### config.mk
export PLATFORM = sky130hd
export DESIGN_NAME = pipe_adder
export DESIGN_NICKNAME = d
export VERILOG_FILES = /design/src/rtl/pipe_adder_pkg.sv /design/src/rtl/pipe_adder_add_chunk.sv /design/src/rtl/pipe_adder.sv
export SDC_FILE = /design/constraint.sdc
export NUM_CORES = 1
export LEC_CHECK = 0
export ABC_CLOCK_PERIOD_IN_PS = 4000
export CAP_MARGIN = 5
export CORE_MARGIN = 2
export CORE_UTILIZATION = 60
export DETAILED_ROUTE_END_ITERATION = 10
export PLACE_DENSITY = 0.83
export SLEW_MARGIN = 0
export SYNTH_ARGS = -nofsm -noshare
export SYNTH_HDL_FRONTEND = slang
export SYNTH_SLANG_ARGS = --single-unit
### constraint.sdc
create_clock -name clk -period 4 [get_ports clk]
set_clock_uncertainty 0.2 [all_clocks]
set_input_delay 1 -clock clk [delete_from_list [all_inputs] [get_ports clk]]
set_output_delay 1 -clock clk [all_outputs]
set_load 0.1 [all_outputs]
### src/rtl/pipe_adder_pkg.sv
// Shared definitions for the pipelined adder.
//   mode_e      : operation select carried on the 'sub' input
//   calc_stages : number of chunk-adder stages for a WIDTH/CHUNK pair
//   cfg_legal   : true when WIDTH/CHUNK form a supported configuration
package pipe_adder_pkg;

  typedef enum logic {
    MODE_ADD = 1'b0,
    MODE_SUB = 1'b1
  } mode_e;

  function automatic int unsigned calc_stages(input int unsigned width,
                                              input int unsigned chunk);
    return (chunk == 0) ? 1 : width / chunk;
  endfunction

  function automatic logic cfg_legal(input int unsigned width,
                                     input int unsigned chunk);
    return (chunk != 0) && (width >= 8) && (width <= 128) &&
           ((width % chunk) == 0);
  endfunction

endpackage

### src/rtl/pipe_adder_add_chunk.sv
// Combinational CHUNK-bit adder slice with carry in/out.
//   i_a, i_b : CHUNK-bit operands
//   i_cin    : carry into the slice
//   o_sum    : CHUNK-bit sum
//   o_cout   : carry out of the slice
module add_chunk #(
  parameter int unsigned CHUNK = 8
) (
  input  logic [CHUNK-1:0] i_a,
  input  logic [CHUNK-1:0] i_b,
  input  logic             i_cin,
  output logic [CHUNK-1:0] o_sum,
  output logic             o_cout
);

  logic [CHUNK:0] w_full;

  assign w_full = {1'b0, i_a} + {1'b0, i_b} + {{CHUNK{1'b0}}, i_cin};
  assign o_sum  = w_full[CHUNK-1:0];
  assign o_cout = w_full[CHUNK];

endmodule

### src/rtl/pipe_adder.sv
// Pipelined WIDTH-bit adder/subtractor, CHUNK bits resolved per stage.
//   clk, rst_n          : clock, asynchronous active-low reset
//   in_valid / in_ready : operand handshake (a, b, cin, sub)
//   out_valid/out_ready : result handshake (sum, ovf)
//   sum                 : WIDTH+1-bit result, top bit is carry-out
//                         (subtract: 1 = no borrow)
//   ovf                 : signed overflow of the WIDTH-bit result
// Stage 0 captures a, effective b and carry; stage k adds chunk k-1.
// The whole pipe shifts only when the output slot is free or drained.
module pipe_adder
  import pipe_adder_pkg::*;
#(
  parameter int unsigned WIDTH = 32,
  parameter int unsigned CHUNK = 8
) (
  input  logic             clk,
  input  logic             rst_n,
  input  logic             in_valid,
  output logic             in_ready,
  input  logic [WIDTH-1:0] a,
  input  logic [WIDTH-1:0] b,
  input  logic             cin,
  input  logic             sub,
  output logic             out_valid,
  input  logic             out_ready,
  output logic [WIDTH:0]   sum,
  output logic             ovf
);

  localparam int unsigned STAGES = calc_stages(WIDTH, CHUNK);

  if (!cfg_legal(WIDTH, CHUNK)) begin : g_cfg_check
    $error("pipe_adder: illegal WIDTH %0d / CHUNK %0d", WIDTH, CHUNK);
  end

  mode_e                    w_mode;
  logic                     w_adv;
  logic [WIDTH-1:0]         w_b_eff;
  logic                     w_cin_eff;

  // Index k is the stage number; stage 0 is the operand capture stage.
  logic [STAGES:0]          r_v;
  logic [STAGES:0]          r_c;
  logic [STAGES:0]          r_msb_a;
  logic [STAGES:0]          r_msb_b;
  // Low chunks hold finished sum bits, high chunks still hold operand a.
  logic [WIDTH-1:0]         r_acc [STAGES+1];
  logic [WIDTH-1:0]         r_b   [STAGES];

  logic [STAGES-1:0][CHUNK-1:0] w_sum;
  logic [STAGES-1:0]            w_cout;
  logic [WIDTH-1:0]             w_acc_nxt [STAGES];

  assign w_mode   = mode_e'(sub);
  assign w_adv    = !r_v[STAGES] || out_ready;
  assign in_ready = w_adv;

  always_comb begin
    w_b_eff   = b;
    w_cin_eff = cin;
    if (w_mode == MODE_SUB) begin
      w_b_eff   = ~b;
      w_cin_eff = 1'b1;
    end
  end

  for (genvar k = 0; k < STAGES; k++) begin : g_chunk
    add_chunk #(.CHUNK(CHUNK)) u_add (
      .i_a    (r_acc[k][k*CHUNK +: CHUNK]),
      .i_b    (r_b[k][k*CHUNK +: CHUNK]),
      .i_cin  (r_c[k]),
      .o_sum  (w_sum[k]),
      .o_cout (w_cout[k])
    );
  end

  always_comb begin
    for (int unsigned k = 0; k < STAGES; k++) begin
      w_acc_nxt[k] = r_acc[k];
      w_acc_nxt[k][k*CHUNK +: CHUNK] = w_sum[k];
    end
  end

  always_ff @(posedge clk or negedge rst_n) begin
    if (!rst_n) begin
      r_v     <= '0;
      r_c     <= '0;
      r_msb_a <= '0;
      r_msb_b <= '0;
      for (int unsigned k = 0; k <= STAGES; k++) r_acc[k] <= '0;
      for (int unsigned k = 0; k < STAGES; k++)  r_b[k]   <= '0;
    end else if (w_adv) begin
      r_v[0]     <= in_valid;
      r_acc[0]   <= a;
      r_b[0]     <= w_b_eff;
      r_c[0]     <= w_cin_eff;
      r_msb_a[0] <= a[WIDTH-1];
      r_msb_b[0] <= w_b_eff[WIDTH-1];
      for (int unsigned k = 1; k <= STAGES; k++) begin
        r_v[k]     <= r_v[k-1];
        r_c[k]     <= w_cout[k-1];
        r_msb_a[k] <= r_msb_a[k-1];
        r_msb_b[k] <= r_msb_b[k-1];
        r_acc[k]   <= w_acc_nxt[k-1];
      end
      for (int unsigned k = 1; k < STAGES; k++) r_b[k] <= r_b[k-1];
    end
  end

  assign out_valid = r_v[STAGES];
  assign sum       = {r_c[STAGES], r_acc[STAGES]};
  assign ovf       = (r_msb_a[STAGES] == r_msb_b[STAGES]) &&
                     (r_acc[STAGES][WIDTH-1] != r_msb_a[STAGES]);

endmodule

==> results.json <==
{
  "synth_common_cells": "nand2_1 (617), dfrtp_1 (252), o21ai_0 (63)",
  "fp-row-count": 50,
  "grt_first_pass_wirelength_um": 37460,
  "p_int_uw": 6901,
  "crit_start": "sum[31]",
  "critical_path_class": "register to primary output",
  "finalCritPeriodShare_pct": 81.57,
  "synthDistinctLibCells": 39,
  "vias": 8148,
  "grt_max_degree": 173,
  "cp.required_ns": 2.80,
  "seq_power_share_pct": 36.5,
  "yosysTopAreaCell": "dfrtp_1",
  "first_pass_iters": 5,
  "synth_edf_count": 0,
  "cts_tree": "done",
  "synth_warnings": 0,
  "period_needed_ns": 3.263,
  "grt.total_usage_pct": 22.56,
  "syn_area_um2": 11390,
  "startpoint_type": "register",
  "path_clk_slew_ns": 0.06,
  "min_path_type": "register to register",
  "peakVddDrop_v": 0.0004138,
  "p_per_area_nw_per_um2": 919.5,
  "yosys.area.top_type_share_pct": 55.37,
  "drtIter0Drc": 668,
  "worst-path-buf-inv": 1,
  "core_area_um2": 18640,
  "finalMaxSlewViolations": 0,
  "cts.root.buffer_cell": "clkbuf_16",
  "ys_seq_elements": 252,
  "cts.repair.resized": 0,
  "grt_overflow_total": 0,
  "clock_sinks": 252,
  "die_h_um": 141.8,
  "power.switching_uw": 5117,
  "antenna_found_initial": 0,
  "synth_area_per_cell_um2": 9.169,
  "leakage_uw": 0.006473,
  "critical-path-top-delay-family": "buffers and inverters",
  "timing_hold_violations_final": 0,
  "fp.dieW_um": 141.8,
  "vias_per_cell": 5.294,
  "cts_buffer_depth": 3,
  "reg2reg_from": "r_c[3]",
  "avgRoutedWirePerCell_um": 14.31,
  "clock_latency_ns": 0.51,
  "fin_util_pct": 70.11,
  "arrival_ns": 2.06,
  "maxCapViolations": 0,
  "synthArstFlopShare_pct": 100.0,
  "rsz0062_at_grt": "false",
  "ys_seq_area_share_pct": 55.37,
  "remaining_drc_errors": 0,
  "path_cells": "clkdlybuf4s50_1",
  "synth_nets": 1348,
  "n_antenna_cell": 0,
  "worst_pin_slew_ns": 0.9794,
  "area_growth_pct": 14.77,
  "fin_nets": 1397,
  "hold_buffers": 0,
  "cts_inserted_buffers": 26,
  "critPathMaxFanout": 4,
  "htree_levels": 1,
  "start_util_pct": 61.09,
  "netlist_top_cells_area": "dfrtp_1 (55%), nand2_1 (20%), ha_1 (3.1%)",
  "share_comb_of_total_power_pct": 43.7,
  "ios": 106,
  "fp.dieArea_um2": 20100,
  "wl_um": 22020,
  "status": "finished, final reports clean",
  "worstSetupEndpointType": "primary output",
  "ant_nets": 0,
  "tns_ns": 0,
  "layout-drive-gt1-share_pct": 5.900,
  "post-cts-setup-buffers": 0,
  "place.gp.congestion": 0.8272,
  "synth_flop_cell": "dfrtp_1",
  "p_sw_share_pct": 42.58,
  "min_from": "r_acc[94]",
  "max_freq_ghz": 0.3065,
  "crit_slowest_cell": "clkdlybuf4s50_1",
  "slew_headroom_pct": 34.50,
  "setup_violations": 0,
  "hpwl_um": 13820,
  "clkPwrFrac_pct": 19.7,
  "syn-instance-count": 1242,
  "portBuffers": 105,
  "grt_pass1_vias": 7710,
  "max_stage_delay_ns": 1.15,
  "yosysMostFrequentCell": "nand2_1"
}
[routing by layer]
metal	global-route usage [%]	part of all wire (%)	vias to the layer above
met5	0	0	-
met4	4.789	1.5	0
met3	2.801	3.9	33
met2	35.31	46	135
met1	34.45	49	3912
li1	-	-	4068
[kinds of logic after synthesis]
family | after synthesis | share of synthesized area [%]
multiplexers | 3 | 0.2637
XOR/XNOR | 36 | 2.769
AND/OR/NAND/NOR | 688 | 24.39
AO/OA/AOI/OAI | 129 | 7.372
flip-flops | 252 | 55.37
adder cells (fa/ha/maj) | 36 | 4.483
buffers and inverters | 98 | 5.350
[flip-flops by register name, indices dropped and copies added, names as in the netlist]
name,count
r_msb_a,5
r_msb_b,5
r_b,76
r_c,5
r_acc,124
r_v,5
sum,32
[per-stage QoR]
step                instance area [um^2]  total power, uW  instances  worst slack, ns  hold slack [ns]
detailed placement                 12230             9610       1497           0.7767           0.2545
global route                       13070            12840       1539           0.7049           0.2829
global placement                   12230             9416       1497           0.8131           0.2437
finish                             13070            12020       1539           0.7371           0.2651
CTS                                13070            12080       1539           0.7212           0.2685
floorplan                          11390             8649       1242           0.2909           0.2300
[power groups by stage]
stage | sequential, uW | clock [uW] | combinational, uW
2_1_floorplan | 4260 | 0 | 4390
3_3_place_gp | 4370 | 0 | 5050
3_5_place_dp | 4410 | 0 | 5200
4_1_cts | 4380 | 2420 | 5270
5_1_grt | 4520 | 2510 | 5810
6_report | 4390 | 2370 | 5260
[area by class of cell]
type / count / area [um^2]
clock inverters: 5 / 78.83
inverters: 4 / 20.02
well taps: 234 / 292.8
fillers: 1393 / 5573
clock buffers: 37 / 763.2
repair buffers: 115 / 1136
multi-input cells: 892 / 4473
flip-flops and latches: 252 / 6306
[final timing paths]
path                                  end  slack, ns  depth (start not counted)
worst max register to register     r_c[4]       1.39                          6
min in group asynchronous          r_v[3]       0.31                          1
max in group asynchronous         r_b[52]       2.38                          2
worst min-delay path            r_acc[94]       0.27                          2
worst min register to register  r_acc[94]       0.27                          2
worst max-delay path              sum[31]       0.74                          1
[cell usage in the layout (no fill, tap or decap), drive strengths merged, types with 5 or more instances in the layout]
cell,instances
o21a,6
nand2,617
clkdlybuf4s50,82
a211oi,23
xnor2,34
a21o,8
fa,8
nor3b,18
or3,6
nor2,11
o31ai,8
nand2b,7
nand3,5
clkbuf,37
buf,33
inv,5
nor4b,8
o31a,7
o21ai,63
ha,28
nor3,8
dfrtp,252
nand3b,5
Power figures use the tool's default switching activity.
